==> src/rtl/calc_cmd_if.sv <==
// calc_cmd_if: token, calculator command/result and status bundle for calc_cmd_issuer
//   in_valid, in_token, in_ready                    : token handshake into the issue FIFO
//   push_num, shift_and_push, do_other_op, calc_reset: single-cycle command strobes to the calculator
//   input_number, other_op_code                     : command payloads, held until the next issue
//   calc_error, calc_out, calc_size                 : live calculator outputs
//   result_valid, result_num, result_error,
//   result_size, err_count, idle                    : sampled results and status
interface calc_cmd_if;
  logic in_valid;
  logic [9:0] in_token;
  logic in_ready;
  logic push_num;
  logic shift_and_push;
  logic do_other_op;
  logic calc_reset;
  logic [7:0] input_number;
  logic [2:0] other_op_code;
  logic calc_error;
  logic [31:0] calc_out;
  logic [9:0] calc_size;
  logic result_valid;
  logic [31:0] result_num;
  logic result_error;
  logic [9:0] result_size;
  logic [7:0] err_count;
  logic idle;
  modport master (
    output in_valid, in_token, calc_error, calc_out, calc_size,
    input in_ready, push_num, shift_and_push, do_other_op, calc_reset, input_number, other_op_code,
    input result_valid, result_num, result_error, result_size, err_count, idle
  );
  modport slave (
    input in_valid, in_token, calc_error, calc_out, calc_size,
    output in_ready, push_num, shift_and_push, do_other_op, calc_reset, input_number, other_op_code,
    output result_valid, result_num, result_error, result_size, err_count, idle
  );
endinterface

==> src/rtl/calc_cmd_issuer.sv <==
// calc_cmd_issuer: buffers 10-bit tokens and issues them one at a time as calculator commands, sampling the result
//   clk, reset : clock, synchronous active-high reset
//   bus        : calc_cmd_if.slave (token handshake, command strobes/payloads, calculator outputs, results, status)
//   BUSY_CYCLES: cycles from a command strobe to result sampling (8-15)
//   FIFO_DEPTH : token buffer entries (power of two, 2-16)
module calc_cmd_issuer #(
  parameter int BUSY_CYCLES = 8,
  parameter int FIFO_DEPTH = 4
) (
  input logic clk,
  input logic reset,
  calc_cmd_if.slave bus
);
  localparam int AW = $clog2(FIFO_DEPTH);
  typedef enum logic [1:0] {IDLE, ISSUE, WAIT, SAMPLE} state_t;
  state_t state, state_n;
  logic [9:0] mem [FIFO_DEPTH];
  logic [AW:0] wr_ptr, rd_ptr;
  logic [9:0] tok;
  logic [3:0] cnt, cnt_n;
  logic empty, full, pop, push, issuing;
  assign empty = wr_ptr == rd_ptr;
  assign full = wr_ptr == {~rd_ptr[AW], rd_ptr[AW-1:0]};
  assign pop = state == IDLE && !empty;
  // a pop frees a slot on the same edge, so a full FIFO still accepts while it is drained
  assign bus.in_ready = !reset && (!full || pop);
  assign push = bus.in_valid && bus.in_ready;
  always_ff @(posedge clk)
    if (push) mem[wr_ptr[AW-1:0]] <= bus.in_token;
  always_ff @(posedge clk)
    if (reset) begin
      wr_ptr <= '0;
      rd_ptr <= '0;
    end else begin
      if (push) wr_ptr <= wr_ptr + (AW+1)'(1);
      if (pop) rd_ptr <= rd_ptr + (AW+1)'(1);
    end
  always_ff @(posedge clk)
    if (reset) begin
      state <= IDLE;
      cnt <= '0;
      tok <= '0;
    end else begin
      state <= state_n;
      cnt <= cnt_n;
      if (pop) tok <= mem[rd_ptr[AW-1:0]];
    end
  // the transition to SAMPLE happens on the edge where the count reaches 0,
  // giving BUSY_CYCLES-1 WAIT cycles for commands and 1 for clear
  always_comb begin
    state_n = state;
    cnt_n = cnt;
    case (state)
      IDLE: state_n = empty ? IDLE : ISSUE;
      ISSUE: begin
        state_n = WAIT;
        cnt_n = tok[9:8] == 2'b11 ? 4'd1 : 4'(BUSY_CYCLES - 1);
      end
      WAIT: begin
        cnt_n = cnt - 4'd1;
        state_n = cnt <= 4'd1 ? SAMPLE : WAIT;
      end
      SAMPLE: state_n = IDLE;
    endcase
  end
  always_ff @(posedge clk)
    if (reset) begin
      bus.result_valid <= 1'b0;
      bus.result_num <= '0;
      bus.result_error <= 1'b0;
      bus.result_size <= '0;
      bus.err_count <= '0;
    end else begin
      bus.result_valid <= state == SAMPLE;
      if (state == SAMPLE) begin
        bus.result_num <= bus.calc_out;
        bus.result_error <= bus.calc_error;
        bus.result_size <= bus.calc_size;
        if (bus.calc_error && bus.err_count != 8'hff) bus.err_count <= bus.err_count + 8'd1;
      end
    end
  assign issuing = state == ISSUE && !reset;
  assign bus.push_num = issuing && tok[9:8] == 2'b00;
  assign bus.shift_and_push = issuing && tok[9:8] == 2'b01;
  assign bus.do_other_op = issuing && tok[9:8] == 2'b10;
  assign bus.calc_reset = reset || (issuing && tok[9:8] == 2'b11);
  assign bus.input_number = tok[7:0];
  assign bus.other_op_code = tok[2:0];
  assign bus.idle = !reset && state == IDLE && empty;
endmodule

==> src/flat_wrapper.sv <==
// flat-port wrapper written by rule: the top's interface ports become plain ports
module calc_cmd_issuer_flat 
#(
  parameter int BUSY_CYCLES = 8,
  parameter int FIFO_DEPTH = 4
)
  (clk, reset, bus_in_valid, bus_in_token, bus_calc_error, bus_calc_out, bus_calc_size, bus_in_ready, bus_push_num, bus_shift_and_push, bus_do_other_op, bus_calc_reset, bus_input_number, bus_other_op_code, bus_result_valid, bus_result_num, bus_result_error, bus_result_size, bus_err_count, bus_idle);
  calc_cmd_if bus_i ();
  input logic clk;
  input logic reset;
  input wire logic [$bits(bus_i.in_valid)-1:0] bus_in_valid;
  input wire logic [$bits(bus_i.in_token)-1:0] bus_in_token;
  input wire logic [$bits(bus_i.calc_error)-1:0] bus_calc_error;
  input wire logic [$bits(bus_i.calc_out)-1:0] bus_calc_out;
  input wire logic [$bits(bus_i.calc_size)-1:0] bus_calc_size;
  output wire logic [$bits(bus_i.in_ready)-1:0] bus_in_ready;
  output wire logic [$bits(bus_i.push_num)-1:0] bus_push_num;
  output wire logic [$bits(bus_i.shift_and_push)-1:0] bus_shift_and_push;
  output wire logic [$bits(bus_i.do_other_op)-1:0] bus_do_other_op;
  output wire logic [$bits(bus_i.calc_reset)-1:0] bus_calc_reset;
  output wire logic [$bits(bus_i.input_number)-1:0] bus_input_number;
  output wire logic [$bits(bus_i.other_op_code)-1:0] bus_other_op_code;
  output wire logic [$bits(bus_i.result_valid)-1:0] bus_result_valid;
  output wire logic [$bits(bus_i.result_num)-1:0] bus_result_num;
  output wire logic [$bits(bus_i.result_error)-1:0] bus_result_error;
  output wire logic [$bits(bus_i.result_size)-1:0] bus_result_size;
  output wire logic [$bits(bus_i.err_count)-1:0] bus_err_count;
  output wire logic [$bits(bus_i.idle)-1:0] bus_idle;
  assign bus_i.in_valid = bus_in_valid;
  assign bus_i.in_token = bus_in_token;
  assign bus_i.calc_error = bus_calc_error;
  assign bus_i.calc_out = bus_calc_out;
  assign bus_i.calc_size = bus_calc_size;
  assign bus_in_ready = bus_i.in_ready;
  assign bus_push_num = bus_i.push_num;
  assign bus_shift_and_push = bus_i.shift_and_push;
  assign bus_do_other_op = bus_i.do_other_op;
  assign bus_calc_reset = bus_i.calc_reset;
  assign bus_input_number = bus_i.input_number;
  assign bus_other_op_code = bus_i.other_op_code;
  assign bus_result_valid = bus_i.result_valid;
  assign bus_result_num = bus_i.result_num;
  assign bus_result_error = bus_i.result_error;
  assign bus_result_size = bus_i.result_size;
  assign bus_err_count = bus_i.err_count;
  assign bus_idle = bus_i.idle;
  calc_cmd_issuer #(.BUSY_CYCLES(BUSY_CYCLES), .FIFO_DEPTH(FIFO_DEPTH)) u_core (.clk(clk), .reset(reset), .bus(bus_i));
endmodule
==> config.mk <==
export PLATFORM = sky130hd
export DESIGN_NAME = calc_cmd_issuer_flat
export DESIGN_NICKNAME = d
export VERILOG_FILES = /design/src/rtl/calc_cmd_if.sv /design/src/rtl/calc_cmd_issuer.sv /design/src/flat_wrapper.sv
export SDC_FILE = /design/constraint.sdc
export NUM_CORES = 1
export LEC_CHECK = 0
export CORE_MARGIN = 2
export CORE_UTILIZATION = 62
export CTS_CLUSTER_SIZE = 24
export DETAILED_ROUTE_END_ITERATION = 12
export DONT_BUFFER_PORTS = 1
export PLACE_DENSITY = 0.85
export SYNTH_ARGS = -nofsm -noshare
export SYNTH_HDL_FRONTEND = slang
export SYNTH_SLANG_ARGS = --single-unit
==> constraint.sdc <==
create_clock -name clk -period 2.4 [get_ports clk]
set_input_delay 0.36 -clock clk [delete_from_list [all_inputs] [get_ports clk]]
set_output_delay 0.36 -clock clk [all_outputs]
set_load 0.005 [all_outputs]
==> results.cfg <==
[cells_and_area]
diodes = 0
fill_cells = 452
final_nets = 453
final-seq-area_um2 = 2680
synthToLayoutAreaGrowth_pct = 17.6
multi_input_area_um2 = 1680
fin_cells = 496
drive_above_1_share_pct = 12.8

[worst_setup_path]
crit_type = register to output port
cp.required_ns = 2.04
crit_chain = inv_1 > ha_1 > nor4_1 > buf_4 > nor2_1
cp_top_family = simple AND/OR/NAND/NOR gates
cp_slowest_cell = nor4_1
cpPeakStageDelay_ns = 0.43
start_kind = register
critPathArrivalTime_ns = 1.88
path_buf_inv = 2
cp-end-kind = output port
cp_max_fo = 3

[yosys]
synth-simple-area-share_pct = 10.4
ys_async_sr_fraction_pct = 0
syn_area_per_cell_um2 = 12.3
syn_inst = 372
syn_nets = 441
muxShareOfSynthArea_pct = 17.7
synth_edf_count = 40
ys_ff_latch = 114
synth_fa_ha_area_share_pct = 3.57
synthesis.area_um2 = 4560
synth_ff_type = dfxtp_1
synthXorXnorAreaFrac_pct = 2.11
ys_seq_area_share_pct = 58.8
synth_compound_area_share_pct = 3.10
synth.distinct_cells = 36
ys.warnings.count = 0
synth_top_family_by_area = multiplexers

[floorplanning]
fp.dieH_um = 89.8
dieArea_um2 = 8060
rows = 31
start_util_pct = 63.6
pin_count = 125
coreArea_um2 = 7180
die_x_um = 89.8

[clocking]
htreeDepth = 4
clkTransAtPathRegs_ns = 0.06
clk_latency_ns = 0.49
clock_path_buffers = 2
tritoncts = yes
clockRootBuffer = clkbuf_8
cts_setup_buffers = 0
cts.sinks = 114
cts_inserted_buffers = 17

[global_routing]
grt_pass1_wl_um = 13900
antenna_found_initial = 0
grt_pass1_vias = 2772
grt_start_max_net_pins = 75
grt.total_usage_pct = 21.8
overflow = 0

[timing]
tns_ns = 0
setup_ws_ns = 0.160
hold_viol_final = 0
period_minus_slack_ns = 2.24
setup_viol = 0
clock_skew_ns = 0.00842
tightestPinTransition_ns = 0.509
rsz0062_at_grt = no
max_freq_ghz = 0.446
fin_crit_sh_pct = 93.3
slew_headroom_pct = 66.0
finalMaxSlewViolations = 0

[routing]
via_per_inst = 5.59
drt_iter0_drc = 130
vias = 2771
ant_nets = 0
routed_wl_um = 8390
route.detailed.drc = 0
wl_per_cell_um = 16.9
first_pass_iters = 4

[run_status]
status = finished clean

[placed_design]
portBuffers = 0
dpl.cell_count = 447
hpwl_um = 5440
gp_congestion = 0.795
post-place-ws_ns = 0.323

[min_path]
hp-class = primary input to register

[power]
p_per_area_nw_per_um2 = 1140
vdd_drop_max_v = 0.000838
p_leak_nw = 1.96

[run]
maxCapViolations = 0
## sequential cells by signal, summed over array words and instances, names as in the netlist
register	count
u_core.mem	40
u_core.bus.result_num	32
u_core.rd_ptr	3
u_core.tok	10
u_core.bus.result_size	10
u_core.bus.result_error	1
u_core.bus.result_valid	1
u_core.state	2
u_core.cnt	4
u_core.bus.err_count	8
u_core.wr_ptr	3
## cell usage after synthesis, drive strengths merged (3+ instances only)
cell | number | share of area, %
dfxtp | 74 | 32
nor2 | 66 | 5.4
mux2i | 58 | 13
edfxtp | 40 | 26
buf | 21 | 2.9
ha | 13 | 3.6
mux4 | 10 | 4.9
clkbuf | 9 | 0.74
inv | 9 | 0.74
o21ai | 9 | 0.99
nand2 | 8 | 0.66
a21oi | 7 | 0.77
xor2 | 7 | 1.3
and2 | 6 | 0.82
or3 | 4 | 0.55
xnor2 | 4 | 0.77
nand3 | 3 | 0.33
nor3 | 3 | 0.33
## layout by cell type, fill, tap and decap left out, types with 5 or more instances in the layout
cell	count
inv_1	9
dfxtp_1	74
ha_1	12
nand2_1	8
mux2i_1	58
nor2_1	66
and2_1	6
dlygate4sd3_1	16
edfxtp_1	40
a21oi_1	7
clkinv_4	5
mux4_2	10
clkbuf_16	16
buf_4	6
xor2_1	7
o21ai_0	9
## worst reg2reg max path: cells and delay by family, from the launching register on
kind          cells  cell delay, ns
flops             1            0.45
simple gates      3            1.07
xor+xnor          1            0.27
## final timing paths
path                     from                        end  slack (ns)  cells after the start
max           u_core.state[0]               bus_in_ready        0.16                      5
min          bus_calc_size[9]  u_core.bus.result_size[9]        0.02                      2
max reg2reg  u_core.wr_ptr[1]           u_core.mem[0][9]        0.24                      4
min reg2reg     u_core.cnt[3]              u_core.cnt[3]        0.48                      2
## metal layers
layer  vias to the layer above  wire length, µm  part of all wire (%)  global-route usage [%]
met5                         -                0                     0                       0
met4                         0              129                   1.5                    8.46
met3                        14              544                   6.5                    7.38
met2                        97             4220                    50                    36.6
met1                      1333             3500                    42                    26.2
li1                       1327                -                     -                       -
## repair_timing
| item | 4_1_cts | 5_1_grt |
|---|---|---|
| hold buffers | 17 | 0 |
| gates resized for setup | 0 | 0 |
| endpoints found under the hold margin | 114 | 0 |
## stage by stage
stage | hold WS (ns) | area [µm²] | power [W] | utilization (%)
detailed placement | 0.437 | 4570 | 0.00354 | 63.6
finish | 0.0210 | 5370 | 0.00611 | 74.8
global placement | 0.434 | 4570 | 0.00350 | 63.6
floorplan | 0.440 | 4560 | 0.00345 | -
CTS | 0.00260 | 5370 | 0.00616 | 74.8
global route | 0.00980 | 5370 | 0.00641 | 74.8
## cell type report
class | instances | share of cell area [%]
timing repair buffer | 23 | 4.34
tap | 99 | 2.31
clock buffer | 17 | 7.72
clock inverter | 15 | 3.66
inverter | 9 | 0.630
multi-input combinational | 219 | 31.3
sequential | 114 | 50.0
## report_power, final
part	internal [W]	switching [W]	leakage [nW]
combinational	0.000559	0.000621	0.695
sequential	0.00221	0.000178	0.963
clock	0.00161	0.000923	0.301
## kinds of logic after synthesis
group	count (synthesis)
DFF	114
and+or+nand+nor	104
muxes	68
buffers and inverters	39
AOI/OAI and AO/OA	23
adders and majority gates	13
xor gates and xnor gates	11
Power figures use the tool's default switching activity.
